`config.mk`:
```
export PLATFORM = sky130hd
export DESIGN_NAME = fetch_prefetch
export DESIGN_NICKNAME = d
export VERILOG_FILES = /design/src/rtl/fetch_prefetch.sv
export SDC_FILE = /design/constraint.sdc
export NUM_CORES = 1
export LEC_CHECK = 0
export ABC_CLOCK_PERIOD_IN_PS = 3300
export BUFFER_PORTS_ARGS = -buffer_cell sky130_fd_sc_hd__buf_4
export CORE_MARGIN = 5
export CORE_UTILIZATION = 40
export CTS_CLUSTER_DIAMETER = 50
export DETAILED_ROUTE_END_ITERATION = 7
export GPL_TIMING_DRIVEN = 0
export RECOVER_POWER = 100
export SLEW_MARGIN = 5
export SYNTH_ARGS = -nofsm -noshare
export SYNTH_HDL_FRONTEND = slang
export SYNTH_SLANG_ARGS = --single-unit
```
`constraint.sdc`:
```
create_clock -name clk -period 3.3 [get_ports clk]
set_input_delay 0.66 -clock clk [delete_from_list [all_inputs] [get_ports clk]]
set_output_delay 0.66 -clock clk [all_outputs]
set_load 0.02 [all_outputs]
```
`src/rtl/fetch_prefetch.sv`:
```
// Fetch stage with a prefetch queue: issues sequential word requests under a credit limit,
// buffers in-order responses, and drops stale in-flight responses after a redirect.
module fetch_prefetch #(
    parameter logic [31:0] BOOT_ADDRESS    = 32'h0000_0000,
    parameter int          DEPTH           = 4,
    parameter int          MAX_OUTSTANDING = 2,
    parameter int          ADDR_SHIFT      = 2
) (
    input  logic        clk,
    input  logic        rst,
    output logic        im_req,
    output logic [31:0] im_addr,
    input  logic        im_ready,
    input  logic        im_valid,
    input  logic [31:0] im_data,
    input  logic        branch_d,
    input  logic [31:0] branch_next_addr_d,
    input  logic        pc_write_m,
    input  logic [31:0] pc_next_addr_m,
    input  logic        stall_f,
    output logic [31:0] instruction_f,
    output logic [31:0] pc_f,
    output logic        valid_f
);

    localparam int PTR_W = $clog2(DEPTH);
    localparam int CNT_W = $clog2(DEPTH + 1);
    localparam int OUT_W = $clog2(MAX_OUTSTANDING + 1);

    typedef struct packed {
        logic [31:0] pc;
        logic [31:0] instr;
    } entry_t;

    entry_t             queue_q [DEPTH];
    logic [PTR_W-1:0]   rd_ptr_q, wr_ptr_q;
    logic [CNT_W-1:0]   count_q;
    logic [OUT_W-1:0]   outstanding_q, discard_q;
    logic [31:0]        pc_req_q, pc_resp_q;

    logic               redirect;
    logic [31:0]        target;
    logic               accept, push, pop, drop;
    logic [OUT_W-1:0]   stale_cnt;

    // NOTE: every signal gets a value on every path through always_comb, so no latch can form.
    always_comb begin
        redirect  = pc_write_m | branch_d;
        target    = pc_write_m ? pc_next_addr_m : branch_next_addr_d;
        im_req    = !rst && !redirect
                    && (int'(outstanding_q) < MAX_OUTSTANDING)
                    && (int'(outstanding_q) + int'(count_q) < DEPTH);
        accept    = im_req && im_ready;
        drop      = im_valid && (discard_q != '0);
        push      = im_valid && (discard_q == '0) && !redirect;
        valid_f   = (count_q != '0) && !redirect;
        pop       = valid_f && !stall_f;
        // Outstanding already includes pending discards, so on redirect every
        // in-flight request becomes stale, less the one retiring this cycle.
        stale_cnt = (im_valid && outstanding_q != '0) ? outstanding_q - OUT_W'(1) : outstanding_q;
    end

    assign im_addr       = pc_req_q >> ADDR_SHIFT;
    assign instruction_f = (count_q != '0) ? queue_q[rd_ptr_q].instr : 32'h0;
    assign pc_f          = (count_q != '0) ? queue_q[rd_ptr_q].pc    : pc_resp_q;

    // NOTE: sequential state uses non-blocking assignments so every flop samples pre-edge values.
    always_ff @(posedge clk or posedge rst) begin
        if (rst) begin
            pc_req_q      <= BOOT_ADDRESS;
            pc_resp_q     <= BOOT_ADDRESS;
            rd_ptr_q      <= '0;
            wr_ptr_q      <= '0;
            count_q       <= '0;
            outstanding_q <= '0;
            discard_q     <= '0;
        end else if (redirect) begin
            pc_req_q      <= target;
            pc_resp_q     <= target;
            rd_ptr_q      <= '0;
            wr_ptr_q      <= '0;
            count_q       <= '0;
            outstanding_q <= stale_cnt;
            discard_q     <= stale_cnt;
        end else begin
            if (accept)
                pc_req_q <= pc_req_q + 32'd4;
            if (push) begin
                wr_ptr_q  <= wr_ptr_q + PTR_W'(1);
                pc_resp_q <= pc_resp_q + 32'd4;
            end
            if (pop)
                rd_ptr_q <= rd_ptr_q + PTR_W'(1);

            case ({push, pop})
                2'b10:   count_q <= count_q + CNT_W'(1);
                2'b01:   count_q <= count_q - CNT_W'(1);
                default: count_q <= count_q;
            endcase

            case ({accept, im_valid})
                2'b10:   outstanding_q <= outstanding_q + OUT_W'(1);
                2'b01:   outstanding_q <= outstanding_q - OUT_W'(1);
                default: outstanding_q <= outstanding_q;
            endcase

            if (drop)
                discard_q <= discard_q - OUT_W'(1);
        end
    end

    // NOTE: queue storage is not reset; count_q alone decides which entries are meaningful.
    always_ff @(posedge clk) begin
        if (push)
            queue_q[wr_ptr_q] <= '{pc: pc_resp_q, instr: im_data};
    end

    a_no_overflow: assert property (@(posedge clk) disable iff (rst)
        !(push && count_q == CNT_W'(DEPTH)));

endmodule

```
==> results of run 1 <==
-- cell families (layout without fill, tap and decap cells) --
logic type	Yosys count	after routing	share of synthesized area, %
XOR/XNOR	14	14	0.835
AND/OR/NAND/NOR	278	278	10.3
buffers and inverters	78	354	2.18
other	1	2	0.0255
adder cells (fa/ha/maj)	10	10	0.903
flip-flops	329	329	64.8
AO/OA/AOI/OAI	205	205	8.28
multiplexers	102	102	12.7
-- state kept, by name, summed over array words and instances, names as in the netlist --
signal and count:
rd_ptr_q 2, outstanding_q 2, discard_q 2, wr_ptr_q 2, queue_q 256, pc_req_q 30
pc_resp_q 32, count_q 3
-- power groups by stage --
stage / Sequential, µW / Combinational, µW / Clock [µW]
after global routing: 4940 / 1590 / 4870
final: 4910 / 1450 / 4570
after CTS: 4910 / 1580 / 4680
after floorplan: 4960 / 875 / 0
after detailed placement: 4990 / 1570 / 0
after global placement: 4990 / 1540 / 0
-- worst max-delay path: stages, from the launching register on --
cell	delay, ns
dfrtp_1	0.47
nor3_4	0.36
buf_4	0.28
buf_2	0.31
mux2_2	0.39
buf_4	0.16
-- worst min path at each step --
stage,from,to,slack [ns],cells after the start
floorplan,pc_resp_q[0],queue_q[0][32],0.49,0
global placement,pc_resp_q[1],queue_q[2][33],0.53,0
detailed placement,pc_resp_q[1],queue_q[3][33],0.54,0
CTS,rst,outstanding_q[0],0.08,2
global route,rst,outstanding_q[0],0.35,2
finish,rst,outstanding_q[0],0.29,2
-- synthesized netlist by cell type (all sizes together) (18+ instances only) --
| cell | n | share of area (%) |
|---|---|---|
| edfxtp | 256 | 52 |
| a21oi | 78 | 2.7 |
| nand2 | 77 | 2.0 |
| dfrtp | 73 | 12 |
| mux4 | 64 | 9.8 |
| o21ai | 51 | 1.7 |
| nor2 | 38 | 0.97 |
| clkbuf | 37 | 0.95 |
| nor2b | 33 | 1.4 |
| mux2 | 32 | 2.5 |
| nand3 | 29 | 1.1 |
| inv | 21 | 0.54 |
| a31oi | 20 | 0.85 |
| buf | 20 | 0.69 |
| and2 | 18 | 0.77 |
-- per-layer routing --
metal	vias up	track usage (%)
li1	4462	-
met1	4900	26.1
met2	369	29.1
met3	55	4.67
met4	0	4.79
met5	-	0
-- metrics by stage --
| stage | utilization, % | instance area, µm² | power [µW] |
|---|---|---|---|
| finish | 49.1 | 17900 | 10900 |
| global route | 49.1 | 17900 | 11400 |
| CTS | 50.4 | 18400 | 11200 |
| detailed placement | 46.4 | 16900 | 6560 |
| global placement | 46.0 | 16800 | 6520 |
| floorplan | - | 14700 | 5830 |
-- final cells by class --
type | count | share of cell area, %
sequential | 329 | 53.1
multi-input combinational | 611 | 27.2
timing repair buffer | 202 | 6.60
clock buffer | 57 | 6.54
tap | 468 | 3.27
buffer | 56 | 1.50
clock inverter | 18 | 1.32
inverter | 21 | 0.447
-- repair_timing --
item	in CTS	in global routing
pin swaps	0	0
endpoints found under the setup margin	67	47
resized for setup	16	7
==> key figures, run 1 <==
Run status
  – Status: completed

STA
  – Worst slew margin relative to its limit: 2.43%
  – Hold Violations, Final: 0
  – Final Slew Violations: 0
  – Total negative slack: 0 ns
  – Post-route clock period utilization: 96.0%
  – Finish-stage setup viols: 0
  – Setup Skew: 0.0145 ns
  – Unrepaired setup endpoints after global routing: no
  – Final setup margin: 0.131 ns
  – WHS: 0.294 ns
  – Fmax: 0.316 GHz
  – Final period demand of the worst path: 3.17 ns
  – Worst-margin pin slew: 1.46 ns

Setup path
  – Crit path DAT: 2.51 ns
  – Reg2reg start: discard_q[0]
  – Worst Setup EP: pc_f[25]
  – Reg2Reg Depth: 7
  – Req. time, crit path: 2.64 ns
  – Type of the worst setup path: reg2out
  – CP startpoint: count_q[0]
  – Max FO, Critical Path: 10
  – Worst Setup End Kind: output port
  – RR Endpoint: queue_q[2][59]
  – Startpoint Class: flip-flop
  – R2r setup slk: 0.27 ns

Layout
  – Reg area: 9510 µm²
  – Ant. Diodes: 0
  – Layout cell share with drive strength beyond 1: 25.1%
  – Most common cell after layout, fill and taps aside: edfxtp_1
  – Nets@finish: 1,375
  – Filler Cell Count: 3,249
  – Commonest cells after routing, fill and taps aside: 256 x edfxtp_1, 114 x clkbuf_1, 96 x buf_4
  – Syn-to-layout area delta: 21.9%
  – Non-filler cells, final: 1,762
  – Area of the multi-input gates: 4870 µm²

Die
  – Core area: 36,400 µm²
  – Die X: 202 µm
  – I/O pin cnt: 201
  – Number of placement rows: 70
  – Initial core utilization: 40.3%
  – Full die area: 40,700 µm²
  – Die Ht: 202 µm

Power and ir drop
  – PD cells: 611 nW/µm²
  – Leak: 0.00626 µW
  – Maximum VDD drop: 0.000278 V
  – Internal: 8120 µW
  – Reg power frac: 44.9%
  – Switch Pwr: 2820 µW
  – Clk pwr share: 41.8%
  – Switching power share of the total: 25.7%
  – Comb power frac: 13.3%

Placed design
  – Gpl congestion: 0.897
  – Place WS: -0.563 ns
  – Number of port buffers: 197
  – Placed Cells: 1,688
  – Dpl hpwl: 26,300 µm

Route
  – Via density: 5.55
  – Metal-1 WL: 17,000 µm
  – Final ANT Viol Nets: 0
  – DR WL met3: 2740 µm
  – TritonRoute pass-1 iters: 5
  – Via Count: 9,786
  – Wirelength per Cell: 21.6 µm
  – Met2 WL post-DR: 17,600 µm
  – Routed WL: 38,000 µm
  – Initial drt markers: 696
  – Highest metal layer with signal wires: met4
  – Detailed-route DRC error count: 0

Synthesis
  – Primary FF master, synth: edfxtp_1
  – Yosys warnings: 0
  – Post-synth EDFFs: 256
  – Yosys cell types: 63
  – Ys async rst share: 22.2%
  – Syn_area_per_cell: 14.4 µm²
  – Syn Inst Count: 1,017
  – Post-synthesis sequential area ratio: 64.8%
  – Synthesized area: 14,700 µm²
  – Synth Register Bits: 329

CTS
  – Clk Latency, worst-skew pair: 0.53 ns
  – CTS tree: done
  – Root buf cell: clkbuf_16
  – CTS Buf Count: 41
  – # H-tree levels: 2
  – CTS sink cnt: 329
  – Clock Path Buffers: 3
  – Clock transition at the registers of the reported paths: 0.05 ns
  – Hold_buf cts: 0
  – Setup Fix Bufs, Post-CTS: 0

GRT
  – Grt ovf: 0
  – Vias in the first global route: 9,931
  – GRT Total Usage: 18.5%
  – First-pass GRT wire length: 59,100 µm
  – Initial antenna violation count: 0
  – Largest net degree at the start of global routing: 55

Hold path
  – HP Class: in2async

Run
  – Number of max-cap violations: 0
No activity file was read; power rests on OpenSTA's default activity.
==> run 2, diff against run 1 <==
--- a/config.mk
+++ b/config.mk
@@ -6,11 +6,11 @@
 export NUM_CORES = 1
 export LEC_CHECK = 0
 export ABC_CLOCK_PERIOD_IN_PS = 3300
-export BUFFER_PORTS_ARGS = -buffer_cell sky130_fd_sc_hd__buf_4
 export CORE_MARGIN = 5
 export CORE_UTILIZATION = 40
 export CTS_CLUSTER_DIAMETER = 50
 export DETAILED_ROUTE_END_ITERATION = 7
+export DONT_BUFFER_PORTS = 1
 export GPL_TIMING_DRIVEN = 0
 export RECOVER_POWER = 100
 export SLEW_MARGIN = 5
==> key figures, run 2 (synthesized netlist as in run 1, its figures left out) <==
Power and ir drop
  – Clk pwr share: 39.9%
  – PD cells: 612 nW/µm²
  – Comb power frac: 11.1%
  – Internal: 7410 µW
  – Leak: 0.00550 µW
  – Switch Pwr: 2770 µW
  – Switching power share of the total: 27.2%
  – Reg power frac: 49.0%
  – Maximum VDD drop: 0.000269 V
  – Total power draw: 10,200 µW

Setup path
  – CP max stage cell: clkbuf_1
  – Reg2reg start: discard_q[0]
  – R2r setup slk: 0.31 ns
  – WP depth: 6
  – Crit path top cell by count: clkbuf_1
  – CP startpoint: branch_d
  – Largest delay share family, worst path: buffers and inverters
  – Max FO, Critical Path: 42
  – Worst Setup End Kind: flip-flop
  – CP cell instances: clkbuf_1 > nor2_1 > clkbuf_1 > clkbuf_1 > and3_4 > buf_6
  – Reg2Reg Depth: 7
  – Type of the worst setup path: in2reg
  – WP buf/inv: 4
  – Crit path DAT: 3.31 ns
  – Worst Setup EP: queue_q[0][10]
  – RR Endpoint: queue_q[0][10]
  – Startpoint Class: input port
  – CP max stage delay: 0.58 ns
  – Req. time, crit path: 3.47 ns

Layout
  – Biggest register: queue_q
  – Syn-to-layout area delta: 13.1%
  – Final Util: 45.6%
  – Max reg flops: 256
  – Commonest cells after routing, fill and taps aside: 256 x edfxtp_1, 78 x a21oi_1, 77 x nand2_1
  – Layout cell share with drive strength beyond 1: 16.0%
  – Nets@finish: 1,178
  – Largest regs: queue_q (256), pc_resp_q (32), pc_req_q (30)
  – Filler Cell Count: 3,235
  – Most common cell after layout, fill and taps aside: edfxtp_1
  – Non-filler cells, final: 1,566

Route
  – Wirelength per Cell: 23.6 µm
  – TritonRoute pass-1 iters: 5
  – Via Count: 9,046
  – Final ANT Viol Nets: 0
  – Via density: 5.78
  – Routed WL: 36,900 µm
  – Initial drt markers: 548
  – Detailed-route DRC error count: 0

STA
  – WHS: 0.220 ns
  – Setup Skew: 0.0179 ns
  – Worst-margin pin slew: 1.48 ns
  – Final period demand of the worst path: 3.14 ns
  – Final setup margin: 0.156 ns
  – Hold Violations, Final: 0
  – Worst slew margin relative to its limit: 1.45%
  – Post-route clock period utilization: 95.3%
  – Final Slew Violations: 0
  – Unrepaired setup endpoints after global routing: no
  – Fmax: 0.318 GHz
  – Finish-stage setup viols: 0

Die
  – I/O pin cnt: 201
  – Core area: 36,400 µm²
  – Number of placement rows: 70
  – Die Ht: 202 µm
  – Initial core utilization: 40.3%
  – Full die area: 40,700 µm²
  – Die X: 202 µm

CTS
  – Clk Latency, worst-skew pair: 0.53 ns
  – CTS tree: done
  – Clock Path Buffers: 3
  – CTS Buf Count: 40
  – CTS sink cnt: 329
  – Root buf cell: clkbuf_16
  – # H-tree levels: 2
  – Clock transition at the registers of the reported paths: 0.06 ns

GRT
  – First-pass GRT wire length: 56,800 µm
  – Largest net degree at the start of global routing: 55
  – Grt ovf: 0
  – Vias in the first global route: 9,133
  – Initial antenna violation count: 0
  – GRT Total Usage: 18.0%

Placed design
  – Gpl congestion: 0.914
  – Place WS: -0.458 ns
  – Dpl hpwl: 25,300 µm
  – Number of port buffers: 0
  – Placed Cells: 1,491

Hold path
  – HP Class: in2reg

Run status
  – Status: completed

Run
  – Number of max-cap violations: 0
run 2: cell type report:
cell class	instances	area (µm²)	share of cell area (%)
Multi-Input combinational cell	611	4860	29.2
Tap cell	468	586	3.52
Sequential cell	329	9510	57.3
Timing Repair Buffer	6	76.3	0.459
Inverter	21	80.1	0.482
Buffer	56	259	1.56
Clock buffer	51	1080	6.53
Antenna cell	1	2.50	0.0151
Clock inverter	23	153	0.919
run 2: metrics by stage:
| stage | TNS, ns | instance area, µm² |
|---|---|---|
| after detailed placement | -33.78 | 15400 |
| after floorplan | 0 | 14700 |
| after CTS | 0 | 16700 |
| final | 0 | 16600 |
| after global placement | -243.31 | 15300 |
| after global routing | 0 | 16600 |
run 2: power by group through the flow:
stage | Combinational [µW] | Clock (µW) | Sequential [µW]
after floorplan | 875 | 0 | 4960
final | 1130 | 4060 | 4980
after detailed placement | 1160 | 0 | 5060
after global routing | 1240 | 4340 | 5010
after CTS | 1180 | 4170 | 4980
after global placement | 1140 | 0 | 5050
run 2: routing by layer:
layer	vias to the layer above	wire (µm)	track usage (%)
met3	65	3180	5.11
met5	-	0	0
li1	4076	-	-
met2	404	16900	28.2
met1	4501	16100	25.0
met4	0	754	4.52
run 2: timing repair:
action | in CTS | in global routing
buffers inserted | 0 | 0
pin swaps | 0 | 0
endpoints found under the hold margin | 19 | 0
hold buffers | 1 | 0
gates resized for setup | 13 | 5
endpoints found under the setup margin | 61 | 13
run 2: worst min path at each step:
| stage | from | end | cells after the start |
|---|---|---|---|
| 2_1_floorplan | pc_resp_q[0] | queue_q[0][32] | 0 |
| 3_3_place_gp | pc_resp_q[1] | queue_q[2][33] | 0 |
| 3_5_place_dp | rst | outstanding_q[0] | 1 |
| 4_1_cts | im_data[15] | queue_q[0][15] | 0 |
| 5_1_grt | im_data[3] | queue_q[0][3] | 0 |
| 6_report | im_data[29] | queue_q[0][29] | 0 |
==> run 3, diff against run 2 <==
--- a/config.mk
+++ b/config.mk
@@ -13,6 +13,7 @@
 export DONT_BUFFER_PORTS = 1
 export GPL_TIMING_DRIVEN = 0
 export RECOVER_POWER = 100
+export REMOVE_ABC_BUFFERS = 1
 export SLEW_MARGIN = 5
 export SYNTH_ARGS = -nofsm -noshare
 export SYNTH_HDL_FRONTEND = slang
==> key figures, run 3 (synthesized netlist as in run 1, its figures left out) <==
Setup path
  – CP cell instances: nor3_2 > buf_4 > buf_6 > buf_6 > clkbuf_4 > mux2_1
  – Max FO, Critical Path: 10
  – Startpoint Class: flip-flop
  – WP depth: 6
  – Crit path top cell by count: buf_6
  – WP buf/inv: 4
  – Largest delay share family, worst path: buffers and inverters
  – Reg2Reg Depth: 10
  – Type of the worst setup path: reg2out
  – Req. time, crit path: 2.64 ns
  – Crit path DAT: 2.49 ns
  – CP max stage cell: dfrtp_1
  – Worst Setup End Kind: output port
  – CP max stage delay: 0.44 ns

Layout
  – Final instance area: 16,400 µm²
  – Max reg flops: 256
  – Final Util: 45.1%
  – Layout cell share with drive strength beyond 1: 16.9%
  – Largest regs: queue_q (256), pc_resp_q (32), pc_req_q (30)
  – Ant. Diodes: 0
  – Most common cell after layout, fill and taps aside: edfxtp_1
  – Nets@finish: 1,134
  – Biggest register: queue_q
  – Commonest cells after routing, fill and taps aside: 256 x edfxtp_1, 78 x a21oi_1, 75 x nand2_1
  – Syn-to-layout area delta: 11.9%

GRT
  – GRT Total Usage: 16.8%
  – Vias in the first global route: 8,860
  – First-pass GRT wire length: 54,100 µm
  – Largest net degree at the start of global routing: 64
  – Initial antenna violation count: 0
  – Grt ovf: 0

STA
  – Worst-margin pin slew: 1.65 ns
  – Post-route clock period utilization: 95.3%
  – Fmax: 0.318 GHz
  – WHS: 0.236 ns
  – Final period demand of the worst path: 3.15 ns
  – Finish-stage setup viols: 0
  – Final Slew Violations: 64
  – Hold Violations, Final: 0
  – Unrepaired setup endpoints after global routing: no
  – Worst slew margin relative to its limit: -9.93%
  – Setup Skew: 0.0142 ns

Die
  – Core area: 36,400 µm²
  – Die X: 202 µm
  – Full die area: 40,700 µm²
  – Die Ht: 202 µm
  – Initial core utilization: 40.3%
  – I/O pin cnt: 201
  – Number of placement rows: 70

CTS
  – CTS tree: done
  – Root buf cell: clkbuf_16
  – # H-tree levels: 2
  – CTS sink cnt: 329
  – Clock transition at the registers of the reported paths: 0.06 ns
  – Clock Path Buffers: 3
  – CTS Buf Count: 39
  – Clk Latency, worst-skew pair: 0.52 ns

Placed design
  – Gpl congestion: 0.871
  – Dpl hpwl: 22,400 µm
  – Post-place instance area: 15,400 µm²
  – Number of port buffers: 0

Power and ir drop
  – Maximum VDD drop: 0.000280 V
  – Total power draw: 9940 µW
  – PD cells: 605 nW/µm²
  – Leak: 0.00539 µW

Route
  – Detailed-route DRC error count: 0
  – Via density: 5.79
  – TritonRoute pass-1 iters: 4
  – Routed WL: 34,500 µm
  – Wirelength per Cell: 22.8 µm
  – Via Count: 8,748
  – Final ANT Viol Nets: 0
  – Initial drt markers: 479

Hold path
  – Hold path depth: 0
  – HP Class: in2reg

Run status
  – Status: finished with violations
  – Failing checks: max-capacitance violations, max-slew violations

Run
  – Number of max-cap violations: 1
==> run 3: changes by cell type in the layout (fill, tap and decap cells not counted), moves of 3 or more <==
cell,delta
mux2_2,+11
clkbuf_16,-3
clkinv_2,-5
clkbuf_2,-8
buf_2,-6
clkbuf_1,-37
mux2_1,-11
==> run 3: power by group <==
part,internal (µW),switching (µW),total (µW)
sequential,4670,294,4970
combinational,390,710,1100
clock,2250,1620,3870
==> run 3: final cells by class <==
class	count	area (µm²)
clock buffers	45	998
multi-input cells	611	4880
inverters	21	80.1
well taps	468	586
flip-flops and latches	329	9520
clock inverters	19	143
fillers	3226	20000
repair buffers	19	219
==> run 3: routing by layer <==
metal | wire length [µm] | GRT usage (%) | vias to the layer above
met5 | 0 | 0 | -
met2 | 15800 | 26.0 | 284
met3 | 2230 | 4.16 | 50
li1 | - | - | 3975
met1 | 15900 | 24.2 | 4439
met4 | 625 | 3.86 | 0
==> run 3: path summary, 6_finish.rpt <==
kind,start,to,slack (ns)
setup / recovery,count_q[0],pc_f[26],0.15
hold / removal,im_data[9],queue_q[0][9],0.24
setup reg to reg,discard_q[0],count_q[2],0.21
hold reg to reg,pc_resp_q[0],queue_q[2][32],0.55
max in group asynchronous,rst,rd_ptr_q[0],0.53
min in group asynchronous,rst,pc_req_q[4],0.63
==> run 3: worst register-to-register path: cells and delay by family (launching register included) <==
kind | cells | cell delay, ns
buffers and inverters | 1 | 0.08
AOI/OAI and AO/OA | 1 | 0.12
and+or+nand+nor | 5 | 1.62
adders and majority gates | 2 | 0.61
xor gates and xnor gates | 1 | 0.16
DFF | 1 | 0.37
==> run 3: timing repair <==
action / CTS / global route
hold buffers: 1 / 0
hold endpoints to repair: 10 / 0
setup endpoints to repair: 20 / 13
buffers inserted: 2 / 0
resized for setup: 0 / 2
==> run 3: metrics by stage <==
step,TNS (ns),setup WS (ns),instances
floorplan,-461.21,-2.74,961
global placement,-1533.34,-6.66,1429
detailed placement,0,0.0452,1445
CTS,0,0.0193,1512
global route,0,0.00512,1512
finish,0,0.154,1512
